### config.mk
export PLATFORM = sky130hd
export DESIGN_NAME = punc_fetch_unit_flat
export DESIGN_NICKNAME = d
export VERILOG_FILES = /design/src/rtl/punc_fetch_if.sv /design/src/rtl/punc_fetch_unit.sv /design/src/flat_wrapper.sv
export SDC_FILE = /design/constraint.sdc
export NUM_CORES = 1
export LEC_CHECK = 0
export CAP_MARGIN = 20
export CORE_MARGIN = 4
export CORE_UTILIZATION = 50
export CTS_BUF_LIST = sky130_fd_sc_hd__clkbuf_4
export CTS_CLUSTER_DIAMETER = 150
export DETAILED_ROUTE_END_ITERATION = 10
export PLACE_DENSITY = 0.79
export SLEW_MARGIN = 30
export SYNTH_ARGS = -nofsm -noshare
export SYNTH_HDL_FRONTEND = slang
export SYNTH_SLANG_ARGS = --single-unit
### constraint.sdc
create_clock -name clk -period 5.19 [get_ports clk]
set_input_delay 1.038 -clock clk [delete_from_list [all_inputs] [get_ports clk]]
set_output_delay 1.038 -clock clk [all_outputs]
set_load 0.05 [all_outputs]
### src/rtl/punc_fetch_if.sv
// punc_fetch_if
//   Bundles the two handshakes of the PUnC fetch unit:
//     instruction-memory side : mem_req / mem_addr  ->  mem_ack / mem_rdata
//     decode side             : ir_valid / ir_data / ir_pc  ->  ir_ready
//   master : the fetch unit (drives requests and the instruction head)
//   slave  : memory plus consumer (drives ack/rdata and ready)
interface punc_fetch_if;
  logic        mem_req;
  logic [15:0] mem_addr;
  logic        mem_ack;
  logic [15:0] mem_rdata;
  logic        ir_valid;
  logic [15:0] ir_data;
  logic [15:0] ir_pc;
  logic        ir_ready;

  modport master (
    output mem_req, mem_addr, ir_valid, ir_data, ir_pc,
    input  mem_ack, mem_rdata, ir_ready
  );

  modport slave (
    input  mem_req, mem_addr, ir_valid, ir_data, ir_pc,
    output mem_ack, mem_rdata, ir_ready
  );
endinterface

### src/rtl/punc_fetch_unit.sv
// punc_fetch_unit
//   Instruction prefetch stage ahead of the PUnC control unit. Issues one read at a
//   time to instruction memory, buffers returned words in a DEPTH-entry FIFO, and
//   presents the head word with its incremented PC (fetch address + 1).
//   A redirect pulse flushes the FIFO and restarts fetch at redirect_pc; a request
//   already in flight is allowed to finish and its data is dropped.
// Ports
//   clk          clock, all state on posedge
//   rst          synchronous active-high reset
//   fetch_en     1 = may issue new requests (in-flight request always completes)
//   redirect     single-cycle flush/refetch pulse
//   redirect_pc  new fetch address
//   bus          punc_fetch_if.master: mem_req/mem_addr/mem_ack/mem_rdata,
//                ir_valid/ir_data/ir_pc/ir_ready
//
//   state  | meaning
//   S_IDLE | no request outstanding; issue when enabled and FIFO has room
//   S_REQ  | mem_req held at mem_addr until mem_ack
module punc_fetch_unit #(
  parameter int unsigned DEPTH    = 2,
  parameter logic [15:0] RESET_PC = 16'h0000
) (
  input  logic        clk,
  input  logic        rst,
  input  logic        fetch_en,
  input  logic        redirect,
  input  logic [15:0] redirect_pc,
  punc_fetch_if.master bus
);

  localparam int unsigned AW = (DEPTH > 1) ? $clog2(DEPTH) : 1;
  localparam logic [AW:0] DEPTH_C = DEPTH[AW:0];

  typedef enum logic [0:0] {
    S_IDLE,
    S_REQ
  } state_t;

  state_t      state;
  logic        req_q;
  logic [15:0] addr_q;
  logic [15:0] fetch_pc;
  logic        squash;

  logic [15:0] fifo_data [DEPTH];
  logic [15:0] fifo_pc   [DEPTH];
  logic [AW-1:0] rd_ptr;
  logic [AW-1:0] wr_ptr;
  logic [AW:0]   count;

  logic ack_fire;
  logic push;
  logic pop;
  logic has_room;

  // Ack only counts while a request is actually outstanding.
  assign ack_fire = (state == S_REQ) && bus.mem_ack;
  // A redirect in the ack cycle drops the word just like a pending squash.
  assign push     = ack_fire && !squash && !redirect;
  assign pop      = (count != '0) && bus.ir_ready;
  assign has_room = (count < DEPTH_C);

  assign bus.mem_req  = req_q;
  assign bus.mem_addr = addr_q;
  assign bus.ir_valid = (count != '0);
  assign bus.ir_data  = fifo_data[rd_ptr];
  assign bus.ir_pc    = fifo_pc[rd_ptr];

  always_ff @(posedge clk) begin
    if (rst) begin
      state    <= S_IDLE;
      req_q    <= 1'b0;
      addr_q   <= RESET_PC;
      fetch_pc <= RESET_PC;
      squash   <= 1'b0;
    end else begin
      case (state)
        S_IDLE: begin
          // Skip issue during a redirect so the first request already uses the new PC.
          if (fetch_en && has_room && !redirect) begin
            state  <= S_REQ;
            req_q  <= 1'b1;
            addr_q <= fetch_pc;
          end
        end
        S_REQ: begin
          if (bus.mem_ack) begin
            state  <= S_IDLE;
            req_q  <= 1'b0;
            squash <= 1'b0;
          end else if (redirect) begin
            squash <= 1'b1;
          end
        end
      endcase

      if (redirect) begin
        fetch_pc <= redirect_pc;
      end else if (ack_fire && !squash) begin
        fetch_pc <= fetch_pc + 16'd1;
      end
    end
  end

  always_ff @(posedge clk) begin
    if (rst) begin
      rd_ptr <= '0;
      wr_ptr <= '0;
      count  <= '0;
      for (int i = 0; i < int'(DEPTH); i++) begin
        fifo_data[i] <= 16'h0000;
        fifo_pc[i]   <= 16'h0000;
      end
    end else if (redirect) begin
      // Flush wins over any same-cycle pop or push.
      rd_ptr <= '0;
      wr_ptr <= '0;
      count  <= '0;
    end else begin
      if (push) begin
        fifo_data[wr_ptr] <= bus.mem_rdata;
        fifo_pc[wr_ptr]   <= fetch_pc + 16'd1;
        wr_ptr            <= wr_ptr + 1'b1;
      end
      if (pop) begin
        rd_ptr <= rd_ptr + 1'b1;
      end
      case ({push, pop})
        2'b10:   count <= count + 1'b1;
        2'b01:   count <= count - 1'b1;
        default: count <= count;
      endcase
    end
  end

endmodule

### src/flat_wrapper.sv
// flat-port wrapper written by rule: the top's interface ports become plain ports
module punc_fetch_unit_flat 
#(
  parameter int unsigned DEPTH    = 2,
  parameter logic [15:0] RESET_PC = 16'h0000
)
  (clk, rst, fetch_en, redirect, redirect_pc, bus_mem_req, bus_mem_addr, bus_ir_valid, bus_ir_data, bus_ir_pc, bus_mem_ack, bus_mem_rdata, bus_ir_ready);
  punc_fetch_if bus_i ();
  input  logic clk;
  input  logic rst;
  input  logic fetch_en;
  input  logic redirect;
  input  logic [15:0] redirect_pc;
  output wire logic [$bits(bus_i.mem_req)-1:0] bus_mem_req;
  output wire logic [$bits(bus_i.mem_addr)-1:0] bus_mem_addr;
  output wire logic [$bits(bus_i.ir_valid)-1:0] bus_ir_valid;
  output wire logic [$bits(bus_i.ir_data)-1:0] bus_ir_data;
  output wire logic [$bits(bus_i.ir_pc)-1:0] bus_ir_pc;
  input wire logic [$bits(bus_i.mem_ack)-1:0] bus_mem_ack;
  input wire logic [$bits(bus_i.mem_rdata)-1:0] bus_mem_rdata;
  input wire logic [$bits(bus_i.ir_ready)-1:0] bus_ir_ready;
  assign bus_mem_req = bus_i.mem_req;
  assign bus_mem_addr = bus_i.mem_addr;
  assign bus_ir_valid = bus_i.ir_valid;
  assign bus_ir_data = bus_i.ir_data;
  assign bus_ir_pc = bus_i.ir_pc;
  assign bus_i.mem_ack = bus_mem_ack;
  assign bus_i.mem_rdata = bus_mem_rdata;
  assign bus_i.ir_ready = bus_ir_ready;
  punc_fetch_unit #(.DEPTH(DEPTH), .RESET_PC(RESET_PC)) u_core (.clk(clk), .rst(rst), .fetch_en(fetch_en), .redirect(redirect), .redirect_pc(redirect_pc), .bus(bus_i));
endmodule
==> summary.md, run 1 <==
| Metric | Value |
|---|---|
| Wire per inst | 15.70 µm |
| Via count of the first global-routing pass | 3,400 |
| Number of filler cells placed in the layout | 756 |
| Clock root buffer | clkbuf_4 |
| CP startpoint kind | flip-flop |
| Via-per-instance ratio | 5.268 |
| Initial Util | 51.85% |
| Largest stage delay on the critical path | 0.72 ns |
| Total track usage | 18.59% |
| Die area | 11,260 µm² |
| Setup TNS Final | 0 ns |
| Fraction of layout cells with a size suffix above 1 | 12.80% |
| Core Box Area | 9284 µm² |
| Count of unique library cells instantiated by Yosys | 45 |
| Final setup vio count | 0 |
| Non-Filler Instances | 637 |
| Critical path cell sequence | buf_4 > mux2_2 > clkdlybuf4s50_1 |
| GR Overflow Total | 0 |
| H-tree depth | 3 |
| Layout area overhead | 22.56% |
| Pin count of the biggest net entering global routing | 33 |
| CP arrival | 2.28 ns |
| Power consumption | 0.001600 W |
| Seq/Total Area, Yosys | 56.56% |
| Starting DRT DRC Count | 216 |
| Fin Clk Skew | 0.01167 ns |
| Worst Path Required | 4.15 ns |
| First-pass GRT wire length | 16.83 mm |
| Main synth FF type | edfxtp_1 |
| Crit Path Class | reg -> out |
| Routed via count | 3,356 |
| Synth top area cells | edfxtp_1, dfxtp_1, mux2_2 |
| Antenna Cells | 0 |
| Clk_lat worst skew | 0.45 ns |
| Syn Area/Cell | 11.14 µm² |
| Most common cell in the synthesized netlist | edfxtp_1 |
| Drt drc | 0 |
| Rel. slew slack | 42.70% |
| Initial antenna violation count | 0 |
| Placed instance count | 621 |
| Row cnt | 35 |
| 1st-pass router iterations | 5 |
| CP max FO | 32 |
| CTS tree | built |
| Max-slew violations | 0 |
| Fmax | 301.7 MHz |
| Post-Synthesis Cells | 432 |
| Cell taking the most area after synthesis | edfxtp_1 |
| CTS max path bufs | 2 |
| Multi-input gate area | 1911 µm² |
| Pwr Density | 271.2 nW/µm² |
| Synth Register Bits | 104 |
| CTS Hold Bufs | 0 |
| Post-CTS Setup Bufs | 0 |
| Leakage | 2.067 nW |
| Die height | 106.1 µm |
| Number of I/O pins | 88 |
| Clock Sinks | 104 |
| Ys Warns | 0 |
| VDD IR max | 0.1592 mV |
| Max-Cap Viols | 0 |
| Synth top cells by count | edfxtp_1, nand2_1, dfxtp_1, and2_1, mux2_2 |
| Final hold violations | 0 |
| Total wire length | 10.00 mm |
| Post-CTS sizing | 0 |
| Crit end category | primary output |
| EDFF count, synth | 64 |
| Number of buffers created by CTS | 9 |
| Worst-path clk slew | 0.16 ns |
| HPWL after detailed placement | 6.982 mm |
| RSZ-0062 raised after global routing | no |
| Status | finished, final reports clean |
| Slowest CP cell | clkdlybuf4s50_1 |
| Post-Syn Area | 4813 µm² |
| IO Port Bufs | 87 |
| Layout Nets | 543 |
| Post-DRT Antenna Nets | 0 |
| Worst-margin pin slew | 0.8549 ns |
| Hold Crit Class | reg -> reg |
| Synth top area share | 39.93% |
| Die X | 106.1 µm |
| RD Place Congestion | 0.8307 |
| Sequential cell area | 2723 µm² |
| Minimum clock period | 3.314 ns |
| FFs w/ async S/R, synth | 0% |
| Net Count, Synth | 472 |
| Final period utilization | 63.86% |
==> placed cells by master (no fill, tap or decap), types with 3 or more instances in the layout <==
cell / instances
nor2_1: 32
clkbuf_4: 9
or3_1: 5
xor2_1: 10
inv_1: 7
a21oi_1: 30
edfxtp_1: 64
o311a_1: 3
nor3_1: 13
and4_1: 3
dfxtp_1: 40
o21ai_0: 4
nand3_1: 7
o21a_1: 8
clkdlybuf4s50_1: 87
nand2b_1: 5
nand2_1: 42
xnor2_1: 15
and2_1: 36
nand4_1: 11
nor2b_1: 4
buf_4: 6
mux2_2: 33
mux2i_1: 3
==> stage by stage <==
step | hold WS, ns | cell area, µm² | worst slack (ns) | util, %
detailed placement | 0.4465 | 5737 | 1.698 | 61.79
floorplan | 0.4637 | 4813 | 1.086 | -
global route | 0.4954 | 5899 | 1.776 | 63.54
global placement | 0.4491 | 5737 | 1.747 | 61.79
finish | 0.4641 | 5899 | 1.876 | 63.54
CTS | 0.4669 | 5899 | 1.832 | 63.54
==> worst max-delay path, delay by kind of cell (launching register included) <==
kind	cells	cell delay (ns)
mux	1	0.38
flops	1	0.34
buf+inv	2	1.09
==> kinds of logic after synthesis <==
group | Yosys count | synth area share, %
AO/OA/AOI/OAI | 52 | 6.551
XOR/XNOR | 25 | 4.549
adder cells (fa/ha/maj) | 2 | 0.5198
buffers and inverters | 40 | 3.821
flip-flops | 104 | 56.56
multiplexers | 36 | 8.344
AND/OR/NAND/NOR | 173 | 19.65
==> layer usage <==
metal	GRT usage (%)	vias up	part of all wire, %
li1	-	1657	-
met1	25.01	1592	45
met2	30.54	97	49
met3	3.461	10	5.3
met4	5.735	0	1.0
met5	0	-	0
==> registers in the layout (all words and copies together), names as in the netlist, 2 cells and up, named ones only <==
register,flops
u_core.fetch_pc,16
u_core.bus.mem_addr,16
u_core.count,2
u_core.fifo_data,32
u_core.fifo_pc,32
==> area by class of cell <==
cell class              instances  area share [%]
clock buffers                   9           1.145
clock inverters                 7           1.612
inverters                       7          0.4454
multi-input cells             288           32.39
flip-flops and latches        104           46.15
well taps                     129           2.736
repair buffers                 93           15.52
==> where the power goes <==
group	total (W)	internal (W)	switching, W	leakage [nW]
Sequential	0.000933	0.000907	0.0000264	0.988
Clock	0.000465	0.000196	0.000269	0.0825
Combinational	0.000201	0.0000841	0.000117	0.997
Total	0.00160	0.00119	0.000412	2.07
==> path summary, 6_finish.rpt <==
check	from	end	slack, ns	depth (start not counted)
setup / recovery	flip-flop	bus_ir_pc[2]	1.88	3
hold / removal	u_core.bus.mem_addr[10]	u_core.bus.mem_addr[10]	0.46	2
setup reg to reg	u_core.state	u_core.fifo_pc[1][15]	2.89	5
hold reg to reg	u_core.bus.mem_addr[10]	u_core.bus.mem_addr[10]	0.46	2
No activity file was read; power rests on OpenSTA's default activity.
==> inputs of run 2 (changes only) <==
==> constraint.sdc (replaced) <==
create_clock -name clk -period 3.23 [get_ports clk]
set_input_delay 0.646 -clock clk [delete_from_list [all_inputs] [get_ports clk]]
set_output_delay 0.646 -clock clk [all_outputs]
set_load 0.05 [all_outputs]
==> summary.md, run 2 (synthesis results as in run 1) <==
| Metric | Value |
|---|---|
| Most common cell after layout, fill and taps aside | edfxtp_1 (was clkdlybuf4s50_1) |
| Die X | 106.1 µm (unchanged) |
| Final setup vio count | 0 (unchanged) |
| CTS Hold Bufs | 0 (unchanged) |
| Via count of the first global-routing pass | 3,393 (was 3,400) |
| Sequential cell area | 2723 µm² (unchanged) |
| Crit Path Class | reg -> out (unchanged) |
| Worst Hold Depth | 2 (unchanged) |
| Starting DRT DRC Count | 151 (was 216) |
| Drt drc | 0 (unchanged) |
| Critical path depth in cells | 2 (was 3) |
| Worst-path clk slew | 0.15 ns (was 0.16 ns) |
| Largest stage delay on the critical path | 0.70 ns (was 0.72 ns) |
| Die area | 11,260 µm² (unchanged) |
| Wire per inst | 15.82 µm (was 15.70 µm) |
| Core Box Area | 9284 µm² (unchanged) |
| Fraction of layout cells with a size suffix above 1 | 19.22% (was 12.80%) |
| Non-Filler Instances | 639 (was 637) |
| Worst reg2reg startpoint | u_core.fetch_pc[0] (was u_core.state) |
| Number of I/O pins | 88 (unchanged) |
| GR Overflow Total | 0 (unchanged) |
| Rel. slew slack | 61.60% (was 42.70%) |
| Logic pwr share | 12.2% (was 12.6%) |
| Placed instance count | 623 (was 621) |
| Clk_lat worst skew | 0.45 ns (about the same) |
| Via-per-instance ratio | 5.330 (was 5.268) |
| Pwr Density | 447.8 nW/µm² (was 271.2 nW/µm²) |
| Worst Path Required | 2.58 ns (was 4.15 ns) |
| CTS tree | built (unchanged) |
| HPWL after detailed placement | 7.037 mm (was 6.982 mm) |
| Layout Nets | 545 (was 543) |
| Worst reg2reg setup slack | 1.27 ns (was 2.89 ns) |
| Start point of the worst hold path | u_core.bus.mem_addr[7] (was u_core.bus.mem_addr[10]) |
| Clock root buffer | clkbuf_4 (unchanged) |
| VDD IR max | 0.2436 mV (was 0.1592 mV) |
| Clock Sinks | 104 (unchanged) |
| Critical path cell sequence | or2_2 > clkdlybuf4s50_1 (was buf_4 > mux2_2 > clkdlybuf4s50_1) |
| Register share of total power | 56.9% (was 58.4%) |
| Post-DRT Antenna Nets | 0 (unchanged) |
| Multi-input gate area | 1924 µm² (was 1911 µm²) |
| Most frequent cells in the layout | edfxtp_1, clkdlybuf4s50_1, nand2_1 (was clkdlybuf4s50_1, edfxtp_1, nand2_1) |
| Setup TNS Final | 0 ns (unchanged) |
| Crit end category | primary output (unchanged) |
| 1st-pass router iterations | 4 (was 5) |
| Hold Crit Class | reg -> reg (unchanged) |
| RSZ-0062 raised after global routing | no (unchanged) |
| Status | finished, final reports clean (unchanged) |
| P_sw | 0.0006415 W (was 0.0004125 W) |
| Worst reg2reg path depth | 5 (unchanged) |
| Fmax | 403.8 MHz |
| Total wire length | 10.11 mm (was 10.00 mm) |
| Max-slew violations | 0 (unchanged) |
| Slowest CP cell | clkdlybuf4s50_1 (unchanged) |
| Die height | 106.1 µm (unchanged) |
| Number of buffers created by CTS | 9 (unchanged) |
| RD Place Congestion | 0.8111 (was 0.8307) |
| Biggest regs | u_core.fifo_data x32, u_core.fifo_pc x32 (unchanged) |
| Sw frac | 24.32% (was 25.79%) |
| Power share of the clock group | 30.9% (was 29.1%) |
| First-pass GRT wire length | 16.62 mm (was 16.83 mm) |
| Row cnt | 35 (unchanged) |
| CP max FO | 3 (was 32) |
| Post-CTS sizing | 0 (unchanged) |
| Antenna Cells | 0 (unchanged) |
| CP arrival | 1.83 ns (was 2.28 ns) |
| IO Port Bufs | 87 (unchanged) |
| Max-Cap Viols | 0 (unchanged) |
| Leakage | 2.146 nW (was 2.067 nW) |
| Reg2Reg Capture Point | u_core.fetch_pc[10] (was u_core.fifo_pc[1][15]) |
| Total track usage | 18.60% (was 18.59%) |
| Initial antenna violation count | 0 (unchanged) |
| Post-CTS Setup Bufs | 0 (unchanged) |
| Worst Path Buf+Inv | 1 (was 2) |
| Int Pwr | 0.001997 W (was 0.001187 W) |
| Minimum clock period | 2.476 ns |
| CP top delay family | buffers and inverters (unchanged) |
| Fin Clk Skew | 0.01612 ns (was 0.01167 ns) |
| Routed via count | 3,406 (was 3,356) |
| Final period utilization | 76.67% |
| Layout area overhead | 22.38% (was 22.56%) |
| Final hold violations | 0 (unchanged) |
| Initial Util | 51.85% (unchanged) |
| H-tree depth | 3 (unchanged) |
| Number of filler cells placed in the layout | 758 (was 756) |
| Hold worst-path end | u_core.bus.mem_addr[7] (was u_core.bus.mem_addr[10]) |
| Worst-margin pin slew | 0.5754 ns (was 0.8549 ns) |
| Pin count of the biggest net entering global routing | 33 (unchanged) |
| CTS max path bufs | 2 (unchanged) |
| CP startpoint kind | flip-flop (unchanged) |
## run 2: cell types whose count changed in the layout (fill, tap and decap cells not counted), sizes merged
cell	change
buf	+34
bufinv	+1
clkbuf	+2
clkdlybuf4s50	-32
clkinv	-2
clkinvlp	-2
inv	+1
## run 2: metal layers
layer | routed length (µm) | vias up | GRT usage [%]
met2 | 5152 | 92 | 31.31
met4 | 192 | 0 | 7.863
met5 | 0 | - | 0
li1 | - | 1663 | -
met3 | 579 | 15 | 2.914
met1 | 4184 | 1636 | 23.83
## run 2: worst register-to-register path, stage by stage, from the launching register on
cell	delay, ns
dfxtp_1	0.56
ha_1	0.29
and3_1	0.31
nand4_1	0.20
o21a_1	0.24
o311a_1	0.27
## run 2: metrics by stage
| step | total power [W] | hold WS (ns) | cell area, µm² | utilization (%) | setup WS (ns) |
|---|---|---|---|---|---|
| finish | 0.002638 | 0.4656 | 5891 | 63.45 | 0.7535 |
| detailed placement | 0.001853 | 0.4496 | 5704 | 61.44 | 0.5077 |
| floorplan | 0.001724 | 0.4637 | 4813 | - | 0.3874 |
| global route | 0.002734 | 0.4801 | 5891 | 63.45 | 0.6854 |
| global placement | 0.001845 | 0.4463 | 5704 | 61.44 | 0.6269 |
| CTS | 0.002655 | 0.4691 | 5884 | 63.38 | 0.7125 |
## run 2: worst max-delay path by stage
stage	end	start	slack, ns
floorplan	u_core.fifo_data[0][0]	bus_mem_ack	0.39
global placement	u_core.fifo_data[0][2]	bus_mem_ack	0.63
detailed placement	u_core.fifo_data[0][5]	bus_mem_ack	0.51
CTS	bus_ir_valid	u_core.count[0]	0.71
global route	bus_ir_valid	u_core.count[0]	0.69
finish	bus_ir_valid	u_core.count[0]	0.75
## run 2: cell type report
class	count	area share, %
clock buffer	11	1.402
tap	129	2.740
multi-input combinational	288	32.67
timing repair buffer	95	14.87
clock inverter	5	1.657
inverter	7	0.4460
sequential	104	46.22
## run 2: power by group through the flow
| stage | combinational, W | sequential, W | clock, W |
|---|---|---|---|
| final | 0.000323 | 0.00150 | 0.000815 |
| after global routing | 0.000345 | 0.00151 | 0.000882 |
| after CTS | 0.000325 | 0.00150 | 0.000831 |
| after detailed placement | 0.000323 | 0.00153 | 0 |
| after global placement | 0.000320 | 0.00152 | 0 |
| after floorplan | 0.000195 | 0.00153 | 0 |
==> inputs of run 3 (changes only) <==
--- a/config.mk
+++ b/config.mk
@@ -7,11 +7,11 @@
 export LEC_CHECK = 0
 export CAP_MARGIN = 20
 export CORE_MARGIN = 4
-export CORE_UTILIZATION = 50
+export CORE_UTILIZATION = 49
 export CTS_BUF_LIST = sky130_fd_sc_hd__clkbuf_4
 export CTS_CLUSTER_DIAMETER = 150
 export DETAILED_ROUTE_END_ITERATION = 10
-export PLACE_DENSITY = 0.79
+export PLACE_DENSITY = 0.8
 export SLEW_MARGIN = 30
 export SYNTH_ARGS = -nofsm -noshare
 export SYNTH_HDL_FRONTEND = slang
==> constraint.sdc (replaced) <==
create_clock -name clk -period 2.09 [get_ports clk]
set_input_delay 0.418 -clock clk [delete_from_list [all_inputs] [get_ports clk]]
set_output_delay 0.418 -clock clk [all_outputs]
set_load 0.05 [all_outputs]
==> summary.md, run 3 (synthesis results as in run 1) <==
| Metric | Value |
|---|---|
| Worst reg2reg startpoint | u_core.fetch_pc[0] (unchanged) |
| Non-Filler Instances | 661 (was 639) |
| Pin count of the biggest net entering global routing | 33 (unchanged) |
| Post-DRT Antenna Nets | 0 (unchanged) |
| IO Port Bufs | 87 (unchanged) |
| VDD IR max | 0.3603 mV (was 0.2436 mV) |
| Final period utilization | 96.66% |
| RSZ-0062 raised after global routing | yes (was no) |
| Most common cell after layout, fill and taps aside | edfxtp_1 (unchanged) |
| CP arrival | 1.60 ns (was 1.83 ns) |
| Leakage | 2.646 nW (was 2.146 nW) |
| Hold Crit Class | reg -> reg (unchanged) |
| Drt drc | 0 (unchanged) |
| Core Box Area | 9415 µm² (was 9284 µm²) |
| Critical path depth in cells | 1 (was 2) |
| Minimum clock period | 2.020 ns |
| Total track usage | 18.80% (was 18.60%) |
| Final setup vio count | 0 (unchanged) |
| GR Overflow Total | 0 (unchanged) |
| Initial Util | 51.12% (was 51.85%) |
| Final hold violations | 0 (unchanged) |
| CTS tree | built (unchanged) |
| Total wire length | 10.52 mm (was 10.11 mm) |
| Via-per-instance ratio | 5.268 (was 5.330) |
| Pwr Density | 612.3 nW/µm² (was 447.8 nW/µm²) |
| Critical Path End | bus_mem_req (was bus_ir_valid) |
| Crit end category | primary output (unchanged) |
| First-pass GRT wire length | 17.28 mm (was 16.62 mm) |
| Fin Clk Skew | 0.02230 ns (was 0.01612 ns) |
| CP max FO | 2 (was 3) |
| Die area | 11,470 µm² (was 11,260 µm²) |
| H-tree depth | 3 (unchanged) |
| Die height | 107.1 µm (was 106.1 µm) |
| Clock root buffer | clkbuf_4 (unchanged) |
| Worst reg2reg setup slack | 0.14 ns (was 1.27 ns) |
| CP top delay family | buffers and inverters (unchanged) |
| HPWL after detailed placement | 7.368 mm (was 7.037 mm) |
| Biggest regs | u_core.fifo_data x32, u_core.fifo_pc x32 (unchanged) |
| Worst Path Required | 1.67 ns (was 2.58 ns) |
| Reg2Reg Capture Point | u_core.fetch_pc[10] (unchanged) |
| Fraction of layout cells with a size suffix above 1 | 22.79% (was 19.22%) |
| Initial antenna violation count | 1 (was 0) |
| Worst setup margin | 0.06986 ns (was 0.7535 ns) |
| Clk_lat worst skew | 0.45 ns (about the same) |
| Starting DRT DRC Count | 254 (was 151) |
| 1st-pass router iterations | 4 (unchanged) |
| Number of I/O pins | 88 (unchanged) |
| Wire per inst | 15.92 µm (was 15.82 µm) |
| Largest stage delay on the critical path | 0.80 ns (was 0.70 ns) |
| Worst Path Buf+Inv | 1 (unchanged) |
| Most frequent cells in the layout | edfxtp_1, nand2_1, clkdlybuf4s50_1, dfxtp_1, buf_12 (was edfxtp_1, clkdlybuf4s50_1, nand2_1) |
| Crit Path Class | reg -> out (unchanged) |
| Clock Sinks | 104 (unchanged) |
| Layout Nets | 566 (was 545) |
| Worst-path clk slew | 0.16 ns (was 0.15 ns) |
| Worst hold slack | 0.4665 ns (was 0.4656 ns) |
| Number of buffers created by CTS | 9 (unchanged) |
| RD Place Congestion | 0.8284 (was 0.8111) |
| Max-Cap Viols | 0 (unchanged) |
| Crit path from | u_core.bus.mem_req (was u_core.count[0]) |
| Via count of the first global-routing pass | 3,617 (was 3,393) |
| Setup TNS Final | 0 ns (unchanged) |
| Row cnt | 35 (unchanged) |
| Max-slew violations | 0 (unchanged) |
| Fmax | 495.0 MHz |
| Placed instance count | 642 (was 623) |
| Routed via count | 3,482 (was 3,406) |
| Status | finished, final reports clean (unchanged) |
| Rel. slew slack | 42.18% (was 61.60%) |
| Pre-CTS WS | -0.3744 ns (was 0.5077 ns) |
| Worst-margin pin slew | 0.8627 ns (was 0.5754 ns) |
| CTS Hold Bufs | 0 (unchanged) |
| Critical path cell sequence | clkdlybuf4s50_1 (was or2_2 > clkdlybuf4s50_1) |
| Placed cell areas | 6280 µm² (was 5704 µm²) |
| Worst reg2reg path depth | 5 (unchanged) |
| CP startpoint kind | flip-flop (unchanged) |
| Die X | 107.1 µm (was 106.1 µm) |
| Layout area overhead | 35.09% (was 22.38%) |
| CTS max path bufs | 2 (unchanged) |
| Post-CTS Setup Bufs | 0 (unchanged) |
| Slowest CP cell | clkdlybuf4s50_1 (unchanged) |
| Final instance area | 6502 µm² (was 5891 µm²) |
[run 3: how the worst min path moves through the flow]
stage	depth (start not counted)	slack, ns	end	from
finish	2	0.47	u_core.bus.mem_addr[6]	u_core.bus.mem_addr[6]
global route	2	0.49	u_core.bus.mem_addr[14]	u_core.bus.mem_addr[14]
CTS	2	0.47	u_core.bus.mem_addr[6]	u_core.bus.mem_addr[6]
detailed placement	2	0.45	u_core.bus.mem_addr[6]	u_core.bus.mem_addr[6]
global placement	2	0.45	u_core.bus.mem_addr[2]	u_core.bus.mem_addr[2]
floorplan	2	0.46	u_core.bus.mem_addr[15]	u_core.fetch_pc[15]
[run 3: layout make-up]
type,instances,area [µm²]
fill,660,2913
sequential,104,2726
multi-input combinational,288,1913
timing repair buffer,116,1529
tap,129,161.4
clock inverter,7,76.32
clock buffer,9,67.56
inverter,7,26.28
antenna,1,2.502
[run 3: layer usage]
layer | vias up | routed length [µm] | GRT usage [%]
li1 | 1709 | - | -
met1 | 1666 | 4538 | 24.17
met2 | 93 | 5400 | 31.99
met3 | 14 | 410 | 3.070
met4 | 0 | 171 | 6.758
met5 | - | 0 | 0
[run 3: report_power, final]
group | switching [W] | total [W] | internal (W) | leakage (nW)
registers | 0.0000505 | 0.00230 | 0.00225 | 0.989
logic | 0.000328 | 0.000623 | 0.000295 | 1.58
clock network | 0.000679 | 0.00106 | 0.000378 | 0.0764
total | 0.00106 | 0.00398 | 0.00292 | 2.65
[run 3: timing repair]
item                                    in CTS  in global routing
endpoints found under the setup margin       2                 34
gates resized for setup                      2                 16
gates cloned                                 0                  2
[run 3: through the flow]
step	util, %	power, W
after floorplan	-	0.002663
after global placement	66.70	0.002959
after detailed placement	66.70	0.002973
after CTS	68.23	0.004020
after global routing	69.06	0.004151
final	69.06	0.003981
